===== config.mk =====
export PLATFORM = sky130hd
export DESIGN_NAME = cache_req_arbiter
export DESIGN_NICKNAME = d
export VERILOG_FILES = /design/src/rtl/cache_req_arbiter.sv
export SDC_FILE = /design/constraint.sdc
export NUM_CORES = 1
export LEC_CHECK = 0
export CAP_MARGIN = 20
export CORE_AREA = 3 3 121 123
export CTS_CLUSTER_DIAMETER = 200
export DETAILED_ROUTE_END_ITERATION = 16
export DIE_AREA = 0 0 124 126
export PLACE_DENSITY = 0.73
export SYNTH_ARGS = -nofsm -noshare
export SYNTH_HDL_FRONTEND = slang
export SYNTH_SLANG_ARGS = --single-unit

===== constraint.sdc =====
create_clock -name clk_i -period 9.7 [get_ports clk_i]
set_input_delay 0.97 -clock clk_i [delete_from_list [all_inputs] [get_ports clk_i]]
set_output_delay 0.97 -clock clk_i [all_outputs]
set_load 0.01 [all_outputs]

===== src/rtl/cache_req_arbiter.sv =====
// cache_req_arbiter
//   Shares one cache request/response port between two CPU-side requesters.
//   Round-robin arbitration loads a one-entry output register to the cache.
//   An in-order tag FIFO remembers which port issued each read, so every read
//   response is steered back to the port that issued it.
//
// Ports
//   clk_i, rst_i               clock, synchronous active-high reset
//   reqN_pkt_i                 request packet {addr, wdata, wstrb, we}, we = bit 0
//   reqN_valid_i/reqN_ready_o  request handshake, port N (N = 0, 1)
//   cache_pkt_o/cache_valid_o  registered packet to the cache
//   cache_ready_i              cache accepts the packet
//   cache_data_i/cache_valid_i read response from the cache (strobe, no backpressure)
//   cache_ready_o              a response can be absorbed (tag pending, sink ready)
//   rspN_data_o/rspN_valid_o   read response to port N
//   rspN_ready_i               port N response sink not full
//   rsp_err_o                  sticky: response arrived with no read outstanding
module cache_req_arbiter #(
  parameter int ADDR_WIDTH     = 32,
  parameter int DATA_WIDTH     = 32,
  parameter int DATA_BYTES     = 4,
  parameter int FIFO_WIDTH     = 69,
  parameter int RD_OUTSTANDING = 4
) (
  input  logic                  clk_i,
  input  logic                  rst_i,
  input  logic [FIFO_WIDTH-1:0] req0_pkt_i,
  input  logic                  req0_valid_i,
  output logic                  req0_ready_o,
  input  logic [FIFO_WIDTH-1:0] req1_pkt_i,
  input  logic                  req1_valid_i,
  output logic                  req1_ready_o,
  output logic [FIFO_WIDTH-1:0] cache_pkt_o,
  output logic                  cache_valid_o,
  input  logic                  cache_ready_i,
  input  logic [DATA_WIDTH-1:0] cache_data_i,
  input  logic                  cache_valid_i,
  output logic                  cache_ready_o,
  output logic [DATA_WIDTH-1:0] rsp0_data_o,
  output logic                  rsp0_valid_o,
  input  logic                  rsp0_ready_i,
  output logic [DATA_WIDTH-1:0] rsp1_data_o,
  output logic                  rsp1_valid_o,
  input  logic                  rsp1_ready_i,
  output logic                  rsp_err_o
);

  // Output register is sized from the packet fields it carries.
  localparam int PKT_W = ADDR_WIDTH + DATA_WIDTH + DATA_BYTES + 1;
  localparam int PTR_W = $clog2(RD_OUTSTANDING);
  localparam int CNT_W = PTR_W + 1;

  logic                      stage_vld_q, stage_vld_d;
  logic [PKT_W-1:0]          stage_pkt_q, stage_pkt_d;
  logic                      last_grant_q, last_grant_d;
  logic [RD_OUTSTANDING-1:0] tag_mem_q, tag_mem_d;
  logic [PTR_W-1:0]          wr_ptr_q, wr_ptr_d;
  logic [PTR_W-1:0]          rd_ptr_q, rd_ptr_d;
  logic [CNT_W-1:0]          rd_cnt_q, rd_cnt_d;
  logic                      err_q, err_d;

  logic                  stage_free, rd_full, tag_empty;
  logic                  elig0, elig1, grant0, grant1, grant_any;
  logic [FIFO_WIDTH-1:0] grant_pkt;
  logic                  push, pop, head;

  always_comb begin
    stage_free = !stage_vld_q || cache_ready_i;
    rd_full    = (rd_cnt_q == CNT_W'(RD_OUTSTANDING));
    tag_empty  = (rd_cnt_q == '0);

    // Writes are never blocked; reads wait while every tag slot is in use.
    elig0 = req0_valid_i && (req0_pkt_i[0] || !rd_full);
    elig1 = req1_valid_i && (req1_pkt_i[0] || !rd_full);

    grant0 = 1'b0;
    grant1 = 1'b0;
    if (stage_free) begin
      if (elig0 && elig1) begin
        // last_grant_q holds the port ID granted last; the other one wins.
        grant0 = last_grant_q;
        grant1 = !last_grant_q;
      end else begin
        grant0 = elig0;
        grant1 = elig1;
      end
    end
    grant_any = grant0 || grant1;
    grant_pkt = grant1 ? req1_pkt_i : req0_pkt_i;

    // Tag is recorded at the grant edge, so ordering matches grant order.
    push = grant_any && !grant_pkt[0];
    head = tag_mem_q[rd_ptr_q];
    pop  = cache_valid_i && !tag_empty;

    stage_vld_d = stage_vld_q;
    if (stage_vld_q && cache_ready_i) stage_vld_d = 1'b0;
    if (grant_any) stage_vld_d = 1'b1;
    stage_pkt_d  = grant_any ? grant_pkt : stage_pkt_q;
    last_grant_d = grant_any ? grant1 : last_grant_q;

    tag_mem_d = tag_mem_q;
    if (push) tag_mem_d[wr_ptr_q] = grant1;
    wr_ptr_d = push ? wr_ptr_q + PTR_W'(1) : wr_ptr_q;
    rd_ptr_d = pop  ? rd_ptr_q + PTR_W'(1) : rd_ptr_q;

    unique case ({push, pop})
      2'b10:   rd_cnt_d = rd_cnt_q + CNT_W'(1);
      2'b01:   rd_cnt_d = rd_cnt_q - CNT_W'(1);
      default: rd_cnt_d = rd_cnt_q;
    endcase

    // A response with nothing outstanding is dropped and latched as an error.
    err_d = err_q || (cache_valid_i && tag_empty);
  end

  assign req0_ready_o  = grant0 && !rst_i;
  assign req1_ready_o  = grant1 && !rst_i;
  assign cache_pkt_o   = stage_pkt_q;
  assign cache_valid_o = stage_vld_q;
  assign cache_ready_o = !tag_empty && (head ? rsp1_ready_i : rsp0_ready_i);
  assign rsp0_valid_o  = pop && !head;
  assign rsp1_valid_o  = pop && head;
  assign rsp0_data_o   = cache_data_i;
  assign rsp1_data_o   = cache_data_i;
  assign rsp_err_o     = err_q;

  // Control state: reset returns the arbiter to empty with port 0 first.
  always_ff @(posedge clk_i) begin
    if (rst_i) begin
      stage_vld_q  <= 1'b0;
      last_grant_q <= 1'b1;
      wr_ptr_q     <= '0;
      rd_ptr_q     <= '0;
      rd_cnt_q     <= '0;
      err_q        <= 1'b0;
    end else begin
      stage_vld_q  <= stage_vld_d;
      last_grant_q <= last_grant_d;
      wr_ptr_q     <= wr_ptr_d;
      rd_ptr_q     <= rd_ptr_d;
      rd_cnt_q     <= rd_cnt_d;
      err_q        <= err_d;
    end
  end

  // Data storage: contents are only meaningful under the valid/count state.
  always_ff @(posedge clk_i) begin
    stage_pkt_q <= stage_pkt_d;
    tag_mem_q   <= tag_mem_d;
  end

endmodule


==> results by group, run 1 <==
Worst setup path
  – Worst Path Required: between 8 and 9 ns
  – Max Fanout on Critical Path: 6
  – WP data arrival: a little under 3 ns
  – CP endpoint kind: primary output
  – Critical path type: in2out
  – Worst Setup Start Kind: input port

Power and ir drop
  – Pwr/cell area: 188 mW/mm²
  – Cell leakage power: around 2.3 nW
  – Total power: approximately 1.2 mW
  – Worst VDD drop: ~80 µV

Clock network
  – CTS tree: yes
  – Clk root buf: clkbuf_16
  – Cts bufs inserted: 9
  – CTS Sinks: 83
  – Clk buf depth: 2
  – Post-cts hold buffer count: 0
  – CTS clk-pin slew, worst paths: 0.06 ns
  – Post_cts resized: 0
  – H-tree depth: 3
  – Worst-skew pair later-pin latency: ~0.34 ns
  – Post CTS Setup Buffer Count: 0

Min path
  – Hold crit path type: reg2reg

GRT
  – Gr usage total: 0.137
  – Met3 GRT Util: 0.0557
  – First-pass GRT wire length: approximately 16 mm
  – GR Util met1: 0.127
  – Global routing met2 resource utilization: 0.249
  – Vias in the first global route: 2894
  – Initial antenna violation count: 0
  – Grt ovf: 0
  – Gr busiest metal: met2
  – Largest net degree at the start of global routing: 70

Outcome
  – Status: completed

Placement
  – DP HPWL: between 8 and 9 mm
  – Port bufs: ~220
  – Gp weighted congestion: between 0.7 and 0.8
  – Cell count after placement: 621

STA
  – WHS: a little under 0.5 ns
  – Setup violations, final: 0
  – Relative slew slack: 0.373
  – Final Critical Period: 3.88 ns
  – RSZ-0062 raised after global routing: false
  – Fin. Hold Viols: 0
  – Post-route clock period utilization: 0.400
  – Fmax: 258 MHz
  – Least-Margin Pin Slew: about 0.94 ns
  – Final setup TNS: 0 ns
  – Setup Skew: 0.0130 ns
  – Slew Viols, Final: 0

Synth
  – #FFs+latches synth: 83
  – Post-synth net total: roughly 480
  – Largest family of logic cells by synthesized area: multiplexers
  – Simple-Gate Fraction of Synth Area: 0.0450
  – Area share of fa/ha/maj cells after synthesis: 0.0197
  – Syn avg cell area: 14.4 µm²
  – Post-synthesis sequential area ratio: 0.570
  – Yosys warnings: 0
  – Multiplexer area fraction after synthesis: 0.198
  – Synth Instances: 291
  – Synth Area in Compound Gates: 0.0185
  – Cell variety after synth: 33
  – XOR/XNOR Fraction of Synth Area: 0.00834
  – Mapped Area: between 0.004 and 0.005 mm²

Route
  – Overall via count from detail_route: about 2800
  – Drt via density: 4.41
  – Drt total wl: 11.2 mm
  – Detail Route Antenna Nets: 0
  – DRC errors left: 0
  – Iter 0 DRT Violations: just under 90
  – DR WL/cell: ~18 µm
  – DR pass1 iterations: 4

Final layout
  – Most frequent cells in the layout: 221 x clkdlybuf4s50_1, 73 x edfxtp_1, 66 x mux2_2
  – Final std cells w/o fill: 637
  – Fillers: between 1000 and 1500
  – Nets: 636
  – Multi-input logic area: 0.00123 mm²
  – Commonest non-fill, non-tap cell in the layout: clkdlybuf4s50_1
  – Layout cells sized above 1: 0.195
  – Antenna cells: 0
  – Layout area overhead: 53.6%
  – Reg area: 0.00239 mm²

Floorplanning
  – Row Count: 43
  – Die Ht: about 130 µm
  – IO Pins: 318
  – Core area: about 0.014 mm²
  – Die Area: approximately 0.016 mm²
  – Die width: between 100 and 150 µm
  – Initial Util: 0.305

Run
  – Max-cap violations: 0
[worst max-delay path: stages]
cell             delay (ns)
clkdlybuf4s50_1        0.45
o21ai_1                0.53
nor2_1                 0.08
nor4_1                 0.26
clkdlybuf4s50_1        0.62
[cells by family (layout without fill, tap and decap cells)]
kind of cell | after synthesis | after routing
flip-flops | 83 | 83
AND/OR/NAND/NOR | 33 | 33
adder cells (fa/ha/maj) | 6 | 6
buffers and inverters | 80 | 246
multiplexers | 73 | 73
AO/OA/AOI/OAI | 12 | 12
XOR/XNOR | 4 | 4
[worst paths after layout]
check	startpoint	to	slack, ns	depth (start not counted)
max	req1_pkt_i[0]	req0_ready_o	5.82	5
min	rsp_err_o	rsp_err_o	0.48	2
max reg2reg	rd_cnt_q[2]	cache_pkt_o[60]	6.45	5
min reg2reg	rsp_err_o	rsp_err_o	0.48	2
[synthesized netlist by cell type]
cell / count / area (µm²)
or3b_1: 1 / 8.76
nand2_1: 2 / 7.51
buf_4: 64 / 480
a221oi_1: 1 / 8.76
nor4_1: 2 / 12.5
and2_1: 5 / 31.3
a21oi_1: 4 / 20.0
or4b_2: 1 / 10.0
nor3_1: 1 / 5.00
nor2_1: 12 / 45.0
xnor2_1: 1 / 8.76
dfxtp_1: 10 / 200
buf_6: 7 / 78.8
clkbuf_1: 2 / 7.51
ha_1: 5 / 62.6
xor2_1: 3 / 26.3
nor2b_1: 2 / 12.5
mux4_2: 1 / 22.5
inv_1: 7 / 26.3
nor3_4: 1 / 16.3
nand3b_1: 2 / 15.0
a31oi_1: 1 / 6.26
mux2_1: 4 / 45.0
o21ai_0: 2 / 10.0
mux2i_1: 2 / 20.0
nand2b_1: 3 / 18.8
or3_1: 1 / 6.26
edfxtp_1: 73 / 2190
o21ai_1: 1 / 5.00
o21ba_2: 1 / 10.0
mux2_2: 66 / 743
fa_1: 1 / 20.0
o31a_1: 2 / 17.5
[where the power goes]
group,leakage (nW),switching (mW),internal [mW]
combinational,1.30,0.128,0.197
sequential,0.805,0.0256,0.458
clock,0.173,0.147,0.256
total,2.28,0.301,0.911
[registers in the layout (all words and copies together) (netlist names)]
register and count:
rd_ptr_q 2, tag_mem_q 4, rsp_err_o 1, rd_cnt_q 3, cache_pkt_o 69, wr_ptr_q 2
cache_valid_o 1, last_grant_q 1
[layer usage]
layer / wire length, µm / up-vias
met3: 1350 / 40
met2: 5870 / 185
li1: - / 1305
met1: 3600 / 1282
met5: 0 / -
met4: 418 / 0
[per-stage QoR]
| stage | setup slack [ns] | cell area (µm²) | util |
|---|---|---|---|
| 2_1_floorplan | 4.62 | 4200 | - |
| 3_3_place_gp | 5.83 | 6100 | 0.443 |
| 3_5_place_dp | 5.74 | 6100 | 0.443 |
| 4_1_cts | 5.82 | 6450 | 0.468 |
| 5_1_grt | 5.66 | 6450 | 0.468 |
| 6_report | 5.82 | 6450 | 0.468 |
[final cells by class]
type / instances / area share
sequential: 83 / 0.371
timing repair buffer: 223 / 0.345
multi-input combinational: 128 / 0.190
clock buffer: 9 / 0.0349
tap: 180 / 0.0349
clock inverter: 7 / 0.0198
inverter: 7 / 0.00407
Note: power is estimated with default switching activity, not from simulation.
==> run 2: changes to the inputs <==
- CORE_AREA: 3 3 121 123 -> unset
- CORE_MARGIN: unset -> 3
- CORE_UTILIZATION: unset -> 31
- DIE_AREA: 0 0 124 126 -> unset
- PLACE_DENSITY: 0.73 -> 0.77
- clock period: 9.7 -> 3.2 ns (I/O delays scaled with it)
==> results by group, run 2 (synthesis gave the netlist of run 1 again) <==
STA
  – Post-route clock period utilization: 0.887
  – Final Critical Period: between 2 and 3 ns
  – Fin. Hold Viols: 0 (unchanged)
  – Fmax: 352 MHz
  – RSZ-0062 raised after global routing: false
  – Slew Viols, Final: 0 (unchanged)
  – Relative slew slack: 0.508 (+0.135)
  – Final setup TNS: 0 ns (unchanged)
  – Least-Margin Pin Slew: 0.737 ns (-0.204 ns)
  – Setup Skew: 0.00404 ns (-0.00898 ns)
  – Setup violations, final: 0 (unchanged)

Floorplanning
  – Die Area: 0.0150 mm² (-4.1%)
  – Die Ht: 122 µm (-2.9%)
  – Die width: 122 µm (-1.3%)
  – Core area: 0.0129 mm² (-6.1%)
  – IO Pins: 318 (unchanged)
  – Row Count: 41 (-4.7%)
  – Initial Util: 0.325 (+0.0200)

Worst setup path
  – Critical path type: reg2out
  – WP data arrival: 2.52 ns (-0.39 ns)
  – Max Fanout on Critical Path: 6 (unchanged)
  – Worst Path Required: 2.88 ns (-5.85 ns)
  – Worst Setup Start Kind: register
  – CP endpoint kind: primary output

Final layout
  – Max reg flops: 69 (unchanged)
  – Most frequent cells in the layout: 221 x clkdlybuf4s50_1, 73 x edfxtp_1, 66 x mux2_2
  – Layout area overhead: 52.0%
  – Layout cells sized above 1: 0.190 (-0.00479)
  – Fillers: 1115 (-10%)
  – Nets: 637 (+0.16%)
  – Commonest non-fill, non-tap cell in the layout: clkdlybuf4s50_1
  – Antenna cells: 0 (unchanged)

Placement
  – DP HPWL: 8.58 mm (-2.0%)
  – Port bufs: 221 (unchanged)
  – Gp weighted congestion: 0.698 (-6.9%)

Route
  – Overall via count from detail_route: 2803 (-0.32%)
  – Detail Route Antenna Nets: 0 (unchanged)
  – DR WL/cell: 17.5 µm (-0.99%)
  – Iter 0 DRT Violations: 114 (+30%)
  – Drt via density: 4.45 (+0.79%)
  – Drt total wl: 11.0 mm (-2.1%)
  – DR pass1 iterations: 4 (unchanged)
  – DRC errors left: 0 (unchanged)

Outcome
  – Status: completed

Clock network
  – CTS tree: yes
  – Clk buf depth: 2 (unchanged)
  – CTS clk-pin slew, worst paths: 0.06 ns (about the same)
  – Clk root buf: clkbuf_16
  – CTS Sinks: 83 (unchanged)
  – Cts bufs inserted: 9 (unchanged)
  – Post-cts hold buffer count: 0 (unchanged)
  – Worst-skew pair later-pin latency: 0.33 ns (about the same)
  – H-tree depth: 3 (unchanged)

GRT
  – Gr usage total: 0.141 (+0.00445)
  – Largest net degree at the start of global routing: 74 (+5.7%)
  – Grt ovf: 0 (unchanged)
  – Vias in the first global route: 2990 (+3.3%)
  – Initial antenna violation count: 0 (unchanged)
  – First-pass GRT wire length: 16.1 mm (+1.2%)

Min path
  – Hold crit path type: reg2reg

Power and ir drop
  – Worst VDD drop: 275 µV (+240%)
  – Cell leakage power: 2.24 nW (-1.6%)
  – Pwr/cell area: 532 mW/mm² (+180%)
  – Total power: 3.39 mW (+180%)

Run
  – Max-cap violations: 0 (unchanged)
-- run 2: changes by cell type in the layout (fill, tap and decap cells not counted), sizes merged --
cell / previous run / this run
inv: 11 / 7
clkinv: 0 / 5
bufinv: 3 / 0
clkinvlp: 0 / 2
buf: 2 / 3
-- run 2: final cells by class --
cell class	instances	area (µm²)	area share
repair buffers	224	2260	0.354
clock buffers	9	225	0.0353
well taps	172	215	0.0337
flip-flops and latches	83	2390	0.375
inverters	7	26.3	0.00412
multi-input cells	128	1230	0.193
clock inverters	7	35.0	0.00549
-- run 2: path summary, 6_finish.rpt --
| kind | start | to | slack (ns) | depth (start not counted) |
|---|---|---|---|---|
| setup / recovery | rd_cnt_q[2] | req0_ready_o | 0.36 | 5 |
| hold / removal | rsp_err_o | rsp_err_o | 0.48 | 2 |
| setup reg to reg | cache_valid_o | rd_cnt_q[2] | 0.72 | 9 |
| hold reg to reg | rsp_err_o | rsp_err_o | 0.48 | 2 |
-- run 2: critical path, stage by stage (launching register included) --
cell and delay, ns:
dfxtp_1 0.42, or3b_1 0.43, o21ai_2 0.34, nor2_1 0.09, nor4_1 0.29, clkdlybuf4s50_1 0.62
-- run 2: stage by stage --
step | util | setup slack (ns) | instances | instance area [µm²] | hold slack (ns)
floorplan | - | 0.819 | 291 | 4210 | 0.461
global placement | 0.473 | 0.437 | 614 | 6120 | 0.459
detailed placement | 0.473 | 0.363 | 614 | 6120 | 0.469
CTS | 0.494 | 0.193 | 630 | 6380 | 0.482
global route | 0.494 | 0.186 | 630 | 6380 | 0.504
finish | 0.494 | 0.362 | 630 | 6380 | 0.477
-- run 2: power by group --
| group | switching [mW] | internal, mW |
|---|---|---|
| Clock | 0.402 | 0.513 |
| Sequential | 0.0770 | 1.39 |
| Combinational | 0.405 | 0.609 |
| Total | 0.884 | 2.51 |
-- run 2: routing by layer --
metal / up-vias / global-route usage / part of all wire
met2: 193 / 0.260 / 0.52
met5: - / 0 / 0
met3: 20 / 0.0585 / 0.12
li1: 1310 / - / -
met1: 1280 / 0.140 / 0.34
met4: 0 / 0.0574 / 0.017
-- run 2: repair_timing --
item	in CTS	in global routing
setup buffers	0	0
endpoints found under the setup margin	0	1
gates resized for setup	0	1
==> run 3: changes to the inputs <==
- CAP_MARGIN: 20 -> unset
==> results of run 3 <==
Same layout as run 2: the final DEF is identical, and so are final timing and power.
